**src/rtl/sent_rx_crc_check_fast_if.sv**
```systemverilog
// Nibble capture and result bus of the SENT fast-channel CRC stage.
// crc_err_count exists only when SENT_RX_CRC_ERR_CNT_EN is defined.
interface sent_rx_crc_check_fast_if;
    logic        sync_detect;
    logic        nibble_strobe;
    logic [3:0]  nibble_in;
    logic        enable_crc_check_fast;
    logic        valid_data_fast;
    logic [23:0] data_fast;
    logic [3:0]  status_fast;
    logic        crc_error;
    logic        frame_error;
    logic        busy;
`ifdef SENT_RX_CRC_ERR_CNT_EN
    logic [7:0]  crc_err_count;
`endif

    modport master (
        output sync_detect, nibble_strobe, nibble_in, enable_crc_check_fast,
`ifdef SENT_RX_CRC_ERR_CNT_EN
        input  crc_err_count,
`endif
        input  valid_data_fast, data_fast, status_fast, crc_error, frame_error, busy
    );

    modport slave (
        input  sync_detect, nibble_strobe, nibble_in, enable_crc_check_fast,
`ifdef SENT_RX_CRC_ERR_CNT_EN
        output crc_err_count,
`endif
        output valid_data_fast, data_fast, status_fast, crc_error, frame_error, busy
    );
endinterface

```
**src/rtl/sent_rx_crc_check_fast.sv**
```systemverilog
// SENT fast-channel CRC stage: buffers one frame of nibbles and checks its CRC serially
// on a snapshot. Optional saturating CRC error counter under SENT_RX_CRC_ERR_CNT_EN.
module sent_rx_crc_check_fast #(
    parameter int         DATA_NIBBLES = 6,
    parameter logic [3:0] CRC_SEED     = 4'h5,
    parameter logic [3:0] CRC_POLY     = 4'hD
) (
    input logic                      clk_rx,
    input logic                      reset,
    sent_rx_crc_check_fast_if.slave  rx
);
    localparam int NB    = DATA_NIBBLES + 2;
    localparam int CNT_W = $clog2(NB + 1);
    localparam int IDX_W = $clog2(DATA_NIBBLES + 1);

    typedef enum logic [1:0] {S_IDLE, S_CALC, S_CHECK} state_e;

    state_e                 state_q, state_d;
    logic [NB-1:0][3:0]     buf_q, buf_d;
    logic [NB-1:0][3:0]     snap_q, snap_d;
    logic [CNT_W-1:0]       cnt_q, cnt_d;
    logic                   ovf_q, ovf_d;
    logic [3:0]             crc_q, crc_d;
    logic [IDX_W-1:0]       idx_q, idx_d;
    logic                   busy_q, busy_d;
    logic [23:0]            data_q, data_d;
    logic [3:0]             status_q, status_d;
    logic                   valid_q, valid_d;
    logic                   crc_err_q, crc_err_d;
    logic                   frame_err_q, frame_err_d;
    logic [3:0]             cur_nib;
    logic [23:0]            data_pack;

    // Multiply by x^4 modulo the CRC polynomial.
    function automatic logic [3:0] crc_step(input logic [3:0] x);
        logic [3:0] r;
        r = x;
        for (int b = 0; b < 4; b++) begin
            r = r[3] ? ({r[2:0], 1'b0} ^ CRC_POLY) : {r[2:0], 1'b0};
        end
        return r;
    endfunction

    // NOTE: every combinational output gets a default first, so no path leaves it unassigned and no latch is inferred.
    always_comb begin
        buf_d = buf_q;
        cnt_d = cnt_q;
        ovf_d = ovf_q;
        if (rx.sync_detect) begin
            cnt_d = '0;
            ovf_d = 1'b0;
            if (rx.nibble_strobe) begin
                buf_d[0] = rx.nibble_in;
                cnt_d    = CNT_W'(1);
            end
        end else if (rx.nibble_strobe) begin
            if (cnt_q == CNT_W'(NB)) begin
                ovf_d = 1'b1;
            end else begin
                for (int i = 0; i < NB; i++) begin
                    if (cnt_q == CNT_W'(i)) buf_d[i] = rx.nibble_in;
                end
                cnt_d = cnt_q + CNT_W'(1);
            end
        end
    end

    always_comb begin
        cur_nib   = '0;
        data_pack = '0;
        for (int i = 1; i <= DATA_NIBBLES; i++) begin
            if (idx_q == IDX_W'(i)) cur_nib = snap_q[i];
            data_pack[4*(DATA_NIBBLES-i) +: 4] = snap_q[i];
        end
    end

    always_comb begin
        state_d     = state_q;
        snap_d      = snap_q;
        crc_d       = crc_q;
        idx_d       = idx_q;
        busy_d      = busy_q;
        data_d      = data_q;
        status_d    = status_q;
        valid_d     = 1'b0;
        crc_err_d   = 1'b0;
        frame_err_d = 1'b0;
        case (state_q)
            S_IDLE: begin
                if (rx.enable_crc_check_fast) begin
                    if (cnt_q == CNT_W'(NB) && !ovf_q) begin
                        state_d = S_CALC;
                        snap_d  = buf_q;
                        crc_d   = CRC_SEED;
                        idx_d   = IDX_W'(1);
                        busy_d  = 1'b1;
                    end else begin
                        frame_err_d = 1'b1;
                    end
                end
            end
            S_CALC: begin
                crc_d = crc_step(crc_q) ^ cur_nib;
                idx_d = idx_q + IDX_W'(1);
                if (idx_q == IDX_W'(DATA_NIBBLES)) state_d = S_CHECK;
            end
            S_CHECK: begin
                // Final step is the zero-nibble augmentation.
                if (crc_step(crc_q) == snap_q[NB-1]) begin
                    valid_d  = 1'b1;
                    data_d   = data_pack;
                    status_d = snap_q[0];
                end else begin
                    crc_err_d = 1'b1;
                end
                busy_d  = 1'b0;
                state_d = S_IDLE;
            end
            default: state_d = S_IDLE;
        endcase
    end

    // NOTE: the nibble buffer and snapshot are only a few flops, so they are reset with everything else rather than left undefined.
    // NOTE: state registers use non-blocking assignments so every flop samples pre-edge values.
    always_ff @(posedge clk_rx or posedge reset) begin
        if (reset) begin
            state_q     <= S_IDLE;
            buf_q       <= '0;
            snap_q      <= '0;
            cnt_q       <= '0;
            ovf_q       <= 1'b0;
            crc_q       <= '0;
            idx_q       <= '0;
            busy_q      <= 1'b0;
            data_q      <= '0;
            status_q    <= '0;
            valid_q     <= 1'b0;
            crc_err_q   <= 1'b0;
            frame_err_q <= 1'b0;
        end else begin
            state_q     <= state_d;
            buf_q       <= buf_d;
            snap_q      <= snap_d;
            cnt_q       <= cnt_d;
            ovf_q       <= ovf_d;
            crc_q       <= crc_d;
            idx_q       <= idx_d;
            busy_q      <= busy_d;
            data_q      <= data_d;
            status_q    <= status_d;
            valid_q     <= valid_d;
            crc_err_q   <= crc_err_d;
            frame_err_q <= frame_err_d;
        end
    end

`ifdef SENT_RX_CRC_ERR_CNT_EN
    logic [7:0] err_cnt_q, err_cnt_d;

    always_comb begin
        err_cnt_d = err_cnt_q;
        if (crc_err_d && err_cnt_q != 8'hFF) err_cnt_d = err_cnt_q + 8'd1;
    end

    always_ff @(posedge clk_rx or posedge reset) begin
        if (reset) err_cnt_q <= '0;
        else       err_cnt_q <= err_cnt_d;
    end

    assign rx.crc_err_count = err_cnt_q;
`endif

    assign rx.valid_data_fast = valid_q;
    assign rx.data_fast       = data_q;
    assign rx.status_fast     = status_q;
    assign rx.crc_error       = crc_err_q;
    assign rx.frame_error     = frame_err_q;
    assign rx.busy            = busy_q;
endmodule

```
**src/flat_wrapper.sv**
```systemverilog
// flat-port wrapper written by rule: the top's interface ports become plain ports
module sent_rx_crc_check_fast_flat 
#(
    parameter int         DATA_NIBBLES = 6,
    parameter logic [3:0] CRC_SEED     = 4'h5,
    parameter logic [3:0] CRC_POLY     = 4'hD
)
  (clk_rx, reset, rx_sync_detect, rx_nibble_strobe, rx_nibble_in, rx_enable_crc_check_fast, rx_valid_data_fast, rx_data_fast, rx_status_fast, rx_crc_error, rx_frame_error, rx_busy);
  sent_rx_crc_check_fast_if rx_i ();
  input logic clk_rx;
  input logic reset;
  input wire logic [$bits(rx_i.sync_detect)-1:0] rx_sync_detect;
  input wire logic [$bits(rx_i.nibble_strobe)-1:0] rx_nibble_strobe;
  input wire logic [$bits(rx_i.nibble_in)-1:0] rx_nibble_in;
  input wire logic [$bits(rx_i.enable_crc_check_fast)-1:0] rx_enable_crc_check_fast;
  output wire logic [$bits(rx_i.valid_data_fast)-1:0] rx_valid_data_fast;
  output wire logic [$bits(rx_i.data_fast)-1:0] rx_data_fast;
  output wire logic [$bits(rx_i.status_fast)-1:0] rx_status_fast;
  output wire logic [$bits(rx_i.crc_error)-1:0] rx_crc_error;
  output wire logic [$bits(rx_i.frame_error)-1:0] rx_frame_error;
  output wire logic [$bits(rx_i.busy)-1:0] rx_busy;
  assign rx_i.sync_detect = rx_sync_detect;
  assign rx_i.nibble_strobe = rx_nibble_strobe;
  assign rx_i.nibble_in = rx_nibble_in;
  assign rx_i.enable_crc_check_fast = rx_enable_crc_check_fast;
  assign rx_valid_data_fast = rx_i.valid_data_fast;
  assign rx_data_fast = rx_i.data_fast;
  assign rx_status_fast = rx_i.status_fast;
  assign rx_crc_error = rx_i.crc_error;
  assign rx_frame_error = rx_i.frame_error;
  assign rx_busy = rx_i.busy;
  sent_rx_crc_check_fast #(.DATA_NIBBLES(DATA_NIBBLES), .CRC_SEED(CRC_SEED), .CRC_POLY(CRC_POLY)) u_core (.clk_rx(clk_rx), .reset(reset), .rx(rx_i));
endmodule
```
**config.mk**
```make
export PLATFORM = sky130hd
export DESIGN_NAME = sent_rx_crc_check_fast_flat
export DESIGN_NICKNAME = d
export VERILOG_FILES = /design/src/rtl/sent_rx_crc_check_fast_if.sv /design/src/rtl/sent_rx_crc_check_fast.sv /design/src/flat_wrapper.sv
export SDC_FILE = /design/constraint.sdc
export NUM_CORES = 1
export LEC_CHECK = 0
export BUFFER_PORTS_ARGS = -buffer_cell sky130_fd_sc_hd__buf_2
export CORE_MARGIN = 2
export CORE_UTILIZATION = 53
export DETAILED_ROUTE_END_ITERATION = 12
export GPL_ROUTABILITY_DRIVEN = 0
export GPL_TIMING_DRIVEN = 0
export PLACE_DENSITY = 0.84
export SYNTH_ARGS = -nofsm -noshare
export SYNTH_HDL_FRONTEND = slang
export SYNTH_SLANG_ARGS = --single-unit
```
**constraint.sdc**
```tcl
create_clock -name clk_rx -period 9.35 [get_ports clk_rx]
set_input_delay 1.87 -clock clk_rx [delete_from_list [all_inputs] [get_ports clk_rx]]
set_output_delay 1.87 -clock clk_rx [all_outputs]
set_load 0.1 [all_outputs]
```
==> impl_metrics.env, run 1 <==
export IMPL_outcome="finished, final reports clean"
export IMPL_ys_seq_area_share_pct=57.4
export IMPL_grt_pass1_vias=3006
export IMPL_cts_buffer_depth=2
export IMPL_slew_violations=0
export IMPL_firstDrtPassIters=4
export IMPL_syn_nets=385
export IMPL_power_density_nw_per_um2=199
export IMPL_synth_flop_cell="dfrtp_1"
export IMPL_dp_slack_ns=6.00
export IMPL_initial_core_util_pct=54.8
export IMPL_rsz0062_at_grt="false"
export IMPL_final_nets=435
export IMPL_final_hold_viol_count=0
export IMPL_internal_power_w=0.000761
export IMPL_peakVddDrop_mv=0.0909
export IMPL_swShare_pct=28.9
export IMPL_post_route_drc_count=0
export IMPL_worstPathCellList="buf_2"
export IMPL_fmax_ghz=0.328
export IMPL_cts_tree="built"
export IMPL_setup_slack_ns=6.30
export IMPL_clk_pin_slew_ns=0.11
export IMPL_avgSynthCellArea_um2=13.1
export IMPL_r2r_start="u_core.idx_q[0]$_DFFE_PP0P_"
export IMPL_synthArstFlopShare_pct=100
export IMPL_drive_above_1_share_pct=36.3
export IMPL_grt_overflow=0
export IMPL_p_comb_share_pct=19.8
export IMPL_grt_util_all_layers_pct=19.9
export IMPL_ioPinCount=41
export IMPL_num_vias=2981
export IMPL_cts_buffers=9
export IMPL_critical_path_startpoint="u_core.rx.data_fast[8]$_DFFE_PP0P_"
export IMPL_postCtsSetupRepairBufs=0
export IMPL_nFillCells=682
export IMPL_grt_max_degree=64
export IMPL_crit_required_ns=7.48
export IMPL_final_setup_tns_ns=0
export IMPL_synthDistinctLibCells=39
export IMPL_cts_max_level=3
export IMPL_dp_hpwl_mm=6.45
export IMPL_cts_hold_repair_buffers=0
export IMPL_finClkSkew_ns=0.0113
export IMPL_synth_top_cell_by_area="dfrtp_1"
export IMPL_n_antenna_cell=0
export IMPL_crit_fanout=2
export IMPL_ys_ff_latch=110
export IMPL_first_iter_violations=167
export IMPL_net_switching_power_w=0.000310
export IMPL_die_w_um=99.2
export IMPL_antenna_found_initial=0
export IMPL_worst_hold_slack_ns=0.494
export IMPL_portBuffers=38
export IMPL_worstSetupPathType="register to primary output"
export IMPL_num_rows=34
export IMPL_root_buffer="clkbuf_8"
export IMPL_cp_slowest_stage_delay_ns=0.43
export IMPL_cts_sinks=110
export IMPL_final_cells=530
export IMPL_synth_area_leaders="dfrtp_1 (57%), mux2_2 (19%), mux2_4 (2.8%)"
export IMPL_wl_per_cell_um=17.2
export IMPL_cts_resized=0
export IMPL_maxCapViolations=0
export IMPL_grt_first_pass_wirelength_mm=15.2
export IMPL_power_leakage_nw=2.79
export IMPL_cp_arrival_ns=1.18
export IMPL_slowest_stage="buf_2"
export IMPL_synth_warnings=0
export IMPL_wl_mm=9.11
export IMPL_power_frac_seq_pct=50.5
export IMPL_fin_crit_ns=3.05
export IMPL_syn_inst=367
export IMPL_path_delay_family="buffers and inverters"
export IMPL_yosysTopAreaCellShare_pct=57.4
export IMPL_clk_latency_ns=0.37
export IMPL_ant_nets=0
export IMPL_area_delta_synth_final_pct=12.1
export IMPL_hp_class="register to register"
export IMPL_placedCellCount=514
export IMPL_synth_edf_count=0
export IMPL_synthesis_area_um2=4800
export IMPL_drt_vias_per_instance=5.62
export IMPL_core_area_um2=8760
export IMPL_setup_violations_final=0
export IMPL_worst_pin_slew_ns=0.887
export IMPL_pwr_share_clk_pct=29.7
export IMPL_max_slew_margin_pct=40.3
export IMPL_crit_path_end_kind="primary output"
export IMPL_die_area_um2=9830
export IMPL_min_from="u_core.rx.busy$_DFFE_PP0P_"
export IMPL_min_period_over_period_pct=32.6
export IMPL_startpoint_type="register"
export IMPL_die_h_um=99.2
export IMPL_worst_path_buf_inv=1
==> metal layers <==
metal	vias to the layer above	global-route usage, %	share of wire [%]
met5	-	0	0
met4	0	6.74	1.8
met3	17	4.01	5.8
met2	81	30.8	47
met1	1498	28.6	45
li1	1385	-	-
==> layout by cell type, fill, tap and decap left out, types with 2 or more instances in the layout <==
cell        count
mux2_2         83
and3_1          3
mux2_4          9
o22ai_1         3
nor3_1          5
a211oi_1        2
o21ai_0         7
xor2_1          7
bufinv_16       2
inv_1           9
ha_1            9
clkinvlp_4      3
or3_1           2
clkbuf_8       10
buf_1           4
a211o_1         2
nand3b_1        6
dfrtp_1       110
nor2b_1         4
a32oi_1         2
nor2_1         15
nand2b_1        4
clkbuf_1       10
buf_2          39
buf_6           3
nand2_1        29
nand3_1        12
a21oi_1         7
xnor2_1         6
==> power by group through the flow <==
stage	logic [W]	registers (W)	clock network (W)
final	0.000212	0.000541	0.000318
after global routing	0.000238	0.000546	0.000338
after CTS	0.000212	0.000541	0.000322
after detailed placement	0.000210	0.000550	0
after global placement	0.000197	0.000547	0
after floorplan	0.000166	0.000543	0
==> state kept, by name, summed over array words and instances, names as in the netlist, 2 cells and up <==
signal                 count
u_core.state_q             2
u_core.data_pack          24
u_core.snap_q              8
u_core.crc_q               4
u_core.rx.status_fast      4
u_core.idx_q               3
u_core.rx.data_fast       24
u_core.buf_q              32
u_core.cnt_q               4
==> tightest hold or removal path: stages (launching register included) <==
cell and delay [ns]:
dfrtp_1 0.36, nand2_1 0.05, nand2_1 0.06
==> cells in the mapped netlist (3+ instances only) <==
master	number
mux2_4	9
o21ai_0	7
nand3_1	12
nand3b_1	6
a21oi_1	7
xnor2_1	6
nor2b_1	4
nor2_1	15
o22ai_1	3
nor3_1	5
mux2_2	83
nand2_1	29
buf_1	4
buf_6	3
nand2b_1	4
xor2_1	7
inv_1	10
clkbuf_1	9
and3_1	3
dfrtp_1	110
ha_1	9
==> cells by family after synthesis <==
kind of cell / after synthesis / synth area share (%)
AND/OR/NAND/NOR: 84 / 8.45
AO/OA/AOI/OAI: 32 / 4.59
flip-flops: 110 / 57.4
buffers and inverters: 27 / 2.61
XOR/XNOR: 13 / 2.37
multiplexers: 92 / 22.3
adder cells (fa/ha/maj): 9 / 2.35
==> final cells by class <==
type | count | area [um2] | area share [%]
Inverter | 10 | 40.0 | 0.744
Buffer | 17 | 87.6 | 1.63
Tap cell | 108 | 135 | 2.51
Clock buffer | 11 | 141 | 2.63
Multi-Input combinational cell | 230 | 1920 | 35.7
Sequential cell | 110 | 2750 | 51.2
Clock inverter | 5 | 82.6 | 1.54
Timing Repair Buffer | 39 | 218 | 4.05
==> final timing paths <==
| check | to | slack, ns | depth (start not counted) |
|---|---|---|---|
| setup reg to reg | u_core.crc_q[2]$_DFFE_PP0P_ | 6.96 | 9 |
| max in group asynchronous | u_core.snap_q[0]$_DFFE_PP0P_ | 7.08 | 3 |
| hold reg to reg | u_core.rx.busy$_DFFE_PP0P_ | 0.49 | 2 |
| min in group asynchronous | u_core.data_pack[11]$_DFFE_PP0P_ | 1.57 | 2 |
| hold / removal | u_core.rx.busy$_DFFE_PP0P_ | 0.49 | 2 |
| setup / recovery | rx_data_fast[8] | 6.30 | 1 |
==> through the flow <==
stage               area, um2  power (W)  util, %
finish                   5380    0.00107     61.4
global route             5380    0.00112     61.4
CTS                      5380    0.00107     61.4
detailed placement       5150   0.000759     58.8
global placement         5120   0.000744     58.5
floorplan                4800   0.000710        -
(Power assumes the default switching activity.)
==> run 2: changes to the inputs <==
==> constraint.sdc (replaced) <==
create_clock -name clk_rx -period 2.83 [get_ports clk_rx]
set_input_delay 0.566 -clock clk_rx [delete_from_list [all_inputs] [get_ports clk_rx]]
set_output_delay 0.566 -clock clk_rx [all_outputs]
set_load 0.1 [all_outputs]
==> impl_metrics.env, run 2 (synthesis gave the netlist of run 1 again) <==
export IMPL_outcome="finished, final reports clean"
export IMPL_wl_mm=9.60
export IMPL_setup_violations_final=0
export IMPL_n_antenna_cell=0
export IMPL_num_rows=34
export IMPL_maxCapViolations=0
export IMPL_largest_reg_flops=32
export IMPL_grt_pass1_vias=3133
export IMPL_max_slew_margin_pct=42.7
export IMPL_ioPinCount=41
export IMPL_hp_class="input port to asynchronous set/reset pin"
export IMPL_r2r_start="u_core.cnt_q[0]$_DFFE_PP0P_"
export IMPL_rsz0062_at_grt="false"
export IMPL_placedCellCount=515
export IMPL_first_iter_violations=137
export IMPL_grt_max_degree=42
export IMPL_drt_vias_per_instance=5.75
export IMPL_root_buffer="clkbuf_8"
export IMPL_worst_pin_slew_ns=0.850
export IMPL_firstDrtPassIters=6
export IMPL_slowest_stage="buf_1"
export IMPL_cts_tree="built"
export IMPL_drive_above_1_share_pct=36.6
export IMPL_cts_sinks=110
export IMPL_worst_hold_slack_ns=0.350
export IMPL_final_cells=531
export IMPL_die_h_um=99.2
export IMPL_final_nets=436
export IMPL_power_leakage_nw=2.80
export IMPL_fin_crit_ns=2.43
export IMPL_cts_hold_repair_buffers=0
export IMPL_layout_common_cells="dfrtp_1 (110), mux2_2 (83), buf_2 (39)"
export IMPL_fmax_ghz=0.411
export IMPL_antenna_found_initial=0
export IMPL_grt_first_pass_wirelength_mm=16.1
export IMPL_crit_end="u_core.crc_q[0]$_DFFE_PP0P_"
export IMPL_dp_hpwl_mm=6.90
export IMPL_final_setup_tns_ns=0
export IMPL_ant_nets=0
export IMPL_dp_slack_ns=0.487
export IMPL_cts_buffer_depth=2
export IMPL_wl_per_cell_um=18.1
export IMPL_regMostFlops="u_core.buf_q"
export IMPL_worstSetupPathType="register to register"
export IMPL_worstPathCellList="inv_1, ha_1, nand3b_1, nor2_1, nand3_1, buf_1, nand2_1, o32ai_1, nor2b_1"
export IMPL_cts_max_level=3
export IMPL_postCtsSetupRepairBufs=0
export IMPL_final_hold_viol_count=0
export IMPL_num_vias=3053
export IMPL_clk_latency_ns=0.36
export IMPL_crit_required_ns=3.08
export IMPL_slew_violations=0
export IMPL_crit_fanout=10
export IMPL_core_area_um2=8760
export IMPL_power_density_nw_per_um2=650
export IMPL_grt_overflow=0
export IMPL_layout_commonest_cell="dfrtp_1"
export IMPL_peakVddDrop_mv=0.294
export IMPL_cp_slowest_stage_delay_ns=0.58
export IMPL_area_delta_synth_final_pct=12.2
export IMPL_fin_util_pct=61.4
export IMPL_min_period_over_period_pct=85.9
export IMPL_die_area_um2=9830
export IMPL_initial_core_util_pct=54.8
export IMPL_timing_rr_end="u_core.crc_q[0]$_DFFE_PP0P_"
export IMPL_reg2regPathDepth=9
export IMPL_cp_arrival_ns=2.69
export IMPL_clk_pin_slew_ns=0.11
export IMPL_portBuffers=38
export IMPL_post_route_drc_count=0
export IMPL_cts_resized=0
export IMPL_crit_path_end_kind="register"
export IMPL_cts_buffers=9
export IMPL_die_w_um=99.2
export IMPL_startpoint_type="register"
export IMPL_critical_path_startpoint="u_core.cnt_q[0]$_DFFE_PP0P_"
export IMPL_grt_util_all_layers_pct=21.0
export IMPL_finClkSkew_ns=0.0123
export IMPL_ff2ff_setup_slack_ns=0.40
export IMPL_setup_slack_ns=0.398
run 2: cell type report:
type                            count  area [um2]
Inverter                           10        41.3
Multi-Input combinational cell    230        1920
Tap cell                          108         135
Buffer                             17        87.6
Clock inverter                      5        63.8
Sequential cell                   110        2750
Timing Repair Buffer               40         230
Clock buffer                       11         151
Fill cell                         685        3380
run 2: metrics by stage:
stage | instance area [um2] | total power (W)
after floorplan | 4800 | 0.00235
after global placement | 5130 | 0.00246
after detailed placement | 5170 | 0.00251
after CTS | 5380 | 0.00350
after global routing | 5380 | 0.00367
final | 5380 | 0.00350
run 2: worst min-delay path by stage:
stage,startpoint,depth (start not counted),endpoint,slack [ns]
2_1_floorplan,u_core.ovf_q$_DFFE_PP0P_,2,u_core.ovf_q$_DFFE_PP0P_,0.46
3_3_place_gp,u_core.rx.busy$_DFFE_PP0P_,2,u_core.rx.busy$_DFFE_PP0P_,0.46
3_5_place_dp,u_core.rx.busy$_DFFE_PP0P_,2,u_core.rx.busy$_DFFE_PP0P_,0.46
4_1_cts,reset,2,u_core.buf_q[15]$_DFFE_PP0P_,0.38
5_1_grt,reset,2,u_core.data_pack[19]$_DFFE_PP0P_,0.40
6_report,reset,2,u_core.buf_q[15]$_DFFE_PP0P_,0.35
run 2: critical path: cells and delay by family (launching register included):
family          cells  cell delay (ns)
simple gates        5             0.76
buf+inv             2             0.67
flops               1             0.45
fa+ha+maj           1             0.26
compound gates      1             0.18
run 2: power by group:
part	total [W]	internal [W]	switching [W]
registers	0.00178	0.00170	0.0000892
clock network	0.00101	0.000468	0.000539
logic	0.000708	0.000299	0.000410
total	0.00350	0.00246	0.00104
run 2: metal layers:
metal / global-route usage, % / share of wire (%)
met5: 0 / 0
met4: 6.01 / 2.4
met3: 3.58 / 5.3
met2: 34.8 / 50
met1: 28.9 / 42
